File: src/rtl/taho_impuls_sched.sv
// Tacho/impulse readout scheduler: snapshots freq1/freq2/imp on each second strobe and
// serialises the enabled words onto one tagged valid/ready stream. Optional checksum word: TAHO_SCHED_CHKSUM_EN.
module taho_impuls_sched #(
    parameter logic [15:0] TIMEOUT_MS = 16'd500,
    parameter logic [2:0]  CH_EN_RST  = 3'b111
) (
    input  logic        clock,
    input  logic        reset,
    input  logic        sec,
    input  logic        msec,
    input  logic        cfg_we,
    input  logic [2:0]  cfg_ch_en,
    input  logic [15:0] freq1,
    input  logic [15:0] freq2,
    input  logic [15:0] imp,
    output logic [15:0] out_data,
    output logic [1:0]  out_id,
    output logic        out_valid,
    input  logic        out_ready,
    output logic        out_last,
    output logic        busy,
    output logic        overrun,
    input  logic        overrun_clr,
    output logic [7:0]  drop_cnt
);

    typedef enum logic [1:0] {
        IDLE,
        CAPTURE,
        SEND,
        DONE
    } state_t;

    state_t      state;
    state_t      state_nxt;
    logic [2:0]  ch_en;
    logic [2:0]  mask;
    logic [15:0] snap_f1;
    logic [15:0] snap_f2;
    logic [15:0] snap_imp;
    logic [1:0]  cur_id;
    logic [1:0]  id_nxt;
    logic [1:0]  first_id;
    logic [1:0]  next_data_id;
    logic [1:0]  adv_id;
    logic [15:0] tcnt;
    logic [15:0] tcnt_nxt;
    logic        higher;
    logic        hs;
    logic        tick_expire;
    logic        drop_evt;
    logic [15:0] word_mux;

    assign out_valid = (state == SEND);
    assign busy      = (state != IDLE);
    assign hs        = out_valid && out_ready;

    // Channel order is fixed ascending; mask is the frame's frozen copy of ch_en.
    always_comb begin
        first_id = 2'd2;
        if (ch_en[0]) begin
            first_id = 2'd0;
        end else if (ch_en[1]) begin
            first_id = 2'd1;
        end
    end

    always_comb begin
        higher = 1'b0;
        case (cur_id)
            2'd0:    higher = mask[1] || mask[2];
            2'd1:    higher = mask[2];
            default: higher = 1'b0;
        endcase
        next_data_id = ((cur_id == 2'd0) && mask[1]) ? 2'd1 : 2'd2;
    end

    assign tick_expire = msec && (({1'b0, tcnt} + 17'd1) >= {1'b0, TIMEOUT_MS});

`ifdef TAHO_SCHED_CHKSUM_EN
    logic [15:0] chk_sum;

    always_comb begin
        chk_sum = (mask[0] ? snap_f1 : 16'd0)
                + (mask[1] ? snap_f2 : 16'd0)
                + (mask[2] ? snap_imp : 16'd0);
    end

    assign out_last = out_valid && (cur_id == 2'd3);
    assign adv_id   = higher ? next_data_id : 2'd3;
`else
    assign out_last = out_valid && !higher;
    assign adv_id   = next_data_id;
`endif

    always_comb begin
        word_mux = 16'd0;
        case (cur_id)
            2'd0:    word_mux = snap_f1;
            2'd1:    word_mux = snap_f2;
            2'd2:    word_mux = snap_imp;
`ifdef TAHO_SCHED_CHKSUM_EN
            default: word_mux = chk_sum;
`else
            default: word_mux = 16'd0;
`endif
        endcase
    end

    assign out_data = out_valid ? word_mux : 16'd0;
    assign out_id   = out_valid ? cur_id : 2'd0;

    // A handshake in the same cycle as the terminal msec tick takes priority over the drop.
    always_comb begin
        state_nxt = state;
        id_nxt    = cur_id;
        tcnt_nxt  = tcnt;
        drop_evt  = 1'b0;
        case (state)
            IDLE: begin
                if (sec && (ch_en != 3'b000)) begin
                    state_nxt = CAPTURE;
                end
            end
            CAPTURE: begin
                id_nxt    = first_id;
                tcnt_nxt  = 16'd0;
                state_nxt = SEND;
            end
            SEND: begin
                if (hs) begin
                    tcnt_nxt = 16'd0;
                    if (out_last) begin
                        state_nxt = DONE;
                    end else begin
                        id_nxt = adv_id;
                    end
                end else if (tick_expire) begin
                    drop_evt  = 1'b1;
                    state_nxt = DONE;
                end else if (msec) begin
                    tcnt_nxt = tcnt + 16'd1;
                end
            end
            DONE: begin
                state_nxt = IDLE;
            end
            default: begin
                state_nxt = IDLE;
            end
        endcase
    end

    always_ff @(posedge clock or negedge reset) begin
        if (!reset) begin
            state <= IDLE;
        end else begin
            state <= state_nxt;
        end
    end

    always_ff @(posedge clock or negedge reset) begin
        if (!reset) begin
            ch_en    <= CH_EN_RST;
            mask     <= 3'b000;
            snap_f1  <= 16'd0;
            snap_f2  <= 16'd0;
            snap_imp <= 16'd0;
            cur_id   <= 2'd0;
            tcnt     <= 16'd0;
        end else begin
            if (cfg_we) begin
                ch_en <= cfg_ch_en;
            end
            if (state == CAPTURE) begin
                mask     <= ch_en;
                snap_f1  <= freq1;
                snap_f2  <= freq2;
                snap_imp <= imp;
            end
            cur_id <= id_nxt;
            tcnt   <= tcnt_nxt;
        end
    end

    // Overrun set beats a coincident clear so no lost strobe goes unreported.
    always_ff @(posedge clock or negedge reset) begin
        if (!reset) begin
            overrun  <= 1'b0;
            drop_cnt <= 8'd0;
        end else begin
            if (sec && (state != IDLE)) begin
                overrun <= 1'b1;
            end else if (overrun_clr) begin
                overrun <= 1'b0;
            end
            if (drop_evt && (drop_cnt != 8'hFF)) begin
                drop_cnt <= drop_cnt + 8'd1;
            end
        end
    end

endmodule

File: config.mk
export PLATFORM = sky130hd
export DESIGN_NAME = taho_impuls_sched
export DESIGN_NICKNAME = d
export VERILOG_FILES = /design/src/rtl/taho_impuls_sched.sv
export SDC_FILE = /design/constraint.sdc
export NUM_CORES = 1
export LEC_CHECK = 0
export ABC_AREA = 1
export CORE_ASPECT_RATIO = 1.25
export CORE_MARGIN = 2
export CORE_UTILIZATION = 45
export DETAILED_ROUTE_END_ITERATION = 12
export HOLD_SLACK_MARGIN = 0.15
export PLACE_DENSITY = 0.79
export SLEW_MARGIN = 20
export SYNTH_ARGS = -nofsm -noshare
export SYNTH_HDL_FRONTEND = slang
export SYNTH_SLANG_ARGS = --single-unit
export TNS_END_PERCENT = 30
File: constraint.sdc
create_clock -name clock -period 2.5 [get_ports clock]
set_clock_uncertainty 0.2 [all_clocks]
set_input_delay 0.5 -clock clock [delete_from_list [all_inputs] [get_ports clock]]
set_output_delay 0.5 -clock clock [all_outputs]
set_load 0.05 [all_outputs]
==> metrics.csv <==
stage,metric,value,unit
worst_setup_path,WP data required,1800,ps
synth,Post-synth top flop,dfrtp_1,
synth,post-synthesis cell type count,29,
sta,Tmin final,2370,ps
worst_setup_path,"delay-heaviest family, CP",buffers and inverters,
sta,Final Hold Viols,0,
grt,vias in the first global route,3959,
clock_network,CTS Buffer Depth,2,
layout,post-route cell area,5890,um2
sta,Fmax,421,MHz
floorplanning,initial core utilization,0.457,
detailed_routing,Vias per Instance,4.99,
synth,Seq cells post-synth,82,
clock_network,setup bufs post-CTS,0,
worst_setup_path,Worst Path Arrival,1670,ps
detailed_routing,final wirelength,10200,um
synth,Area contributors post-synth,"dfrtp_1 45%, nand2_1 11%, inv_1 11%, o21ai_0 9.2%, o22ai_1 2.4%",
placement,DPL Wire Length,7450,um
clock_network,TritonCTS Buffers,9,
grt,first-pass GRT wire length,17400,um
clock_network,clk_lat worst skew,330,ps
clock_network,clock root cell,clkbuf_16,
power_and_ir_drop,Clk pwr share,0.206,
floorplanning,Horiz. Die Dim,91.9,um
min_path,hold path startpoint,ch_en[2]$_DFFE_PN1P_,
worst_setup_path,CP dominant cell by count,inv_1,
worst_setup_path,Critical Path Fanout Max,16,
floorplanning,FP Rows,40,
synth,YS warnings,0,
synth,"Avg Cell Area, Syn",7.68,um2
grt,GRT overflow,0,
floorplanning,Die Span Y,114,um
layout,layout cells sized above 1,0.123,
sta,Slew HR,0.615,
layout,Post-layout nets,717,
layout,Antenna diodes,0,
sta,Worst-Margin Slew,578,ps
power_and_ir_drop,Sequential Power Share,0.309,
power_and_ir_drop,Pint,3720,uW
sta,# setup viols final,0,
power_and_ir_drop,Net Sw Frac,0.411,
sta,RSZ-0062 raised after global routing,no,
floorplanning,IO Pins,88,
worst_setup_path,slowest library cell on the worst path,dfrtp_1,
clock_network,Worst-path clk slew,60,ps
grt,total track usage,0.205,
run,max-cap viol count,0,
placement,Placed Area,5570,um2
worst_setup_path,reg2reg start,tcnt[1]$_DFFE_PN0P_,
detailed_routing,first-pass iteration count of the detailed router,6,
worst_setup_path,Worst Setup SP,cur_id[0]$_DFFE_PN0P_,
worst_setup_path,startpoint types,register,
sta,fin. max-slew vios,0,
grt,antenna violations before repair,0,
clock_network,CTS HTree Levels,3,
clock_network,CTS tree,yes,
detailed_routing,DRC,0,
placement,RePlAce Congestion,0.890,
power_and_ir_drop,Pwr Density,1070,nW/um2
detailed_routing,DR vias,3917,
synth,Synth top area share,0.455,
detailed_routing,number of DRC markers in iteration 0,179,
worst_setup_path,Crit. End Element,output port,
synth,"EDFF count, synth",0,
power_and_ir_drop,Lkg Pwr,0.00279,uW
power_and_ir_drop,VDD IR max,819,uV
layout,area grow syn2layout,35.4,%
synth,Synth Instances,566,
power_and_ir_drop,Combinational Power Share,0.485,
worst_setup_path,Worst Path Buf+Inv,5,
min_path,Hold WC Path Type,reg -> reg,
detailed_routing,routed length per placed instance,13.0,um
synth,Synth Cell Area,4350,um2
sta,Hold WS,300,ps
worst_setup_path,CP Class,reg -> out,
layout,# fillers,841,
sta,setup TNS,0,ps
layout,area of the multi-input gates,1750,um2
worst_setup_path,crit-path cells,inv_1 > nor2_1 > inv_1 > buf_6 > o22ai_1 > o21ai_0 > inv_1 > buf_12,
placement,Post-Place Setup Slack,235,ps
synth,async set or reset register ratio after synthesis,1.00,
outcome,status,completed,
synth,sequential share of the synthesized area,0.473,
placement,port bufs,87,
power_and_ir_drop,Psw,2600,uW
layout,register area,2060,um2
detailed_routing,remaining antenna violation count after routing,0,
sta,period utilization,0.950,
synth,largest area contributor in the netlist,dfrtp_1,
floorplanning,die area,10500,um2
floorplanning,Core ar.,9510,um2
synth,Mapped Nets,629,
grt,largest net degree at the start of global routing,101,
sta,Setup WS post-layout,126,ps
worst_setup_path,largest stage delay on the critical path,400,ps
clock_network,TritonCTS sink count,82,
[registers in the layout, summed over array words and instances (netlist names)]
signal,cells
mask,2
state,2
drop_cnt,8
snap_f1,16
overrun,1
snap_f2,16
tcnt,16
ch_en,3
snap_imp,16
cur_id,2
[path summary, 6_finish.rpt]
check	to	slack (ps)	depth (start not counted)
max	out_data[2]	130	8
min	ch_en[2]$_DFFE_PN1P_	300	2
min reg2reg	ch_en[2]$_DFFE_PN1P_	300	2
max reg2reg	tcnt[0]$_DFFE_PN0P_	260	14
max in group asynchronous	tcnt[4]$_DFFE_PN0P_	930	3
min in group asynchronous	snap_f1[7]$_DFFE_PN0N_	490	2
[per-layer routing]
layer,GRT usage,vias up,routed length (um),part of all wire
li1,-,1939,-,-
met1,0.254,1863,4340,0.43
met2,0.353,100,5140,0.51
met3,0.0482,15,553,0.054
met4,0.0716,0,136,0.013
met5,0,-,0,0
[worst register-to-register path: cells and delay by family, from the launching register on]
family / cells / cell delay [ps]
buffers and inverters: 1 / 110
and+or+nand+nor: 12 / 1190
adders and majority gates: 1 / 220
DFF: 1 / 400
[synthesized netlist by cell type (all sizes together) (5+ instances only)]
library cell and number:
clkbuf 18, dfrtp 79, ha 5, inv 122, nand2 133, nand3 23
nand4 7, nor2 33, nor3 19, o21ai 90, o22ai 17, xor2 6
[power by group through the flow]
stage               Sequential (uW)  Combinational [uW]  Clock, uW
detailed placement             1970                3030          0
global route                   1990                3380       1380
floorplan                      1970                1890          0
finish                         1950                3060       1300
global placement               1960                2940          0
CTS                            1950                3060       1330
[timing repair]
action / CTS / global route
hold buffers: 1 / 0
endpoints found under the setup margin: 0 / 13
hold endpoints to repair: 39 / 0
resized for setup: 0 / 6
[cells in the final DEF, fill, tap and decap left out, types with 3 or more instances in the layout]
cell / n
a31oi_1: 3
buf_12: 21
xnor2_1: 3
o21ai_1: 5
xor2_1: 6
buf_4: 8
nand3_1: 19
dfstp_2: 3
nor2_1: 26
nand3_2: 3
nand2_2: 7
o21ai_2: 7
clkinv_2: 3
ha_1: 3
nor3_1: 19
o22ai_1: 17
nor2_4: 5
o21ai_0: 78
clkbuf_16: 9
dfrtp_1: 79
buf_6: 3
nand2_1: 125
inv_1: 122
clkdlybuf4s50_1: 65
nand4_1: 6
[cell type report]
class                   count  area share
repair buffers             98       0.200
well taps                 126      0.0268
clock inverters             7      0.0119
flip-flops and latches     82       0.349
multi-input cells         341       0.297
inverters                 122      0.0778
clock buffers               9      0.0382
[through the flow]
step	std cells	utilization	power, uW
6_report	785	0.619	6320
3_5_place_dp	768	0.585	5010
2_1_floorplan	566	-	3870
5_1_grt	785	0.619	6750
3_3_place_gp	768	0.585	4890
4_1_cts	785	0.618	6340
[kinds of logic after synthesis]
family          after synthesis  synth area share
flops                        82             0.473
compound gates              111             0.140
fa+ha+maj                     5            0.0144
xor+xnor                      9            0.0181
simple gates                216             0.227
buf+inv                     143             0.128
Note: power is estimated with default switching activity, not from simulation.
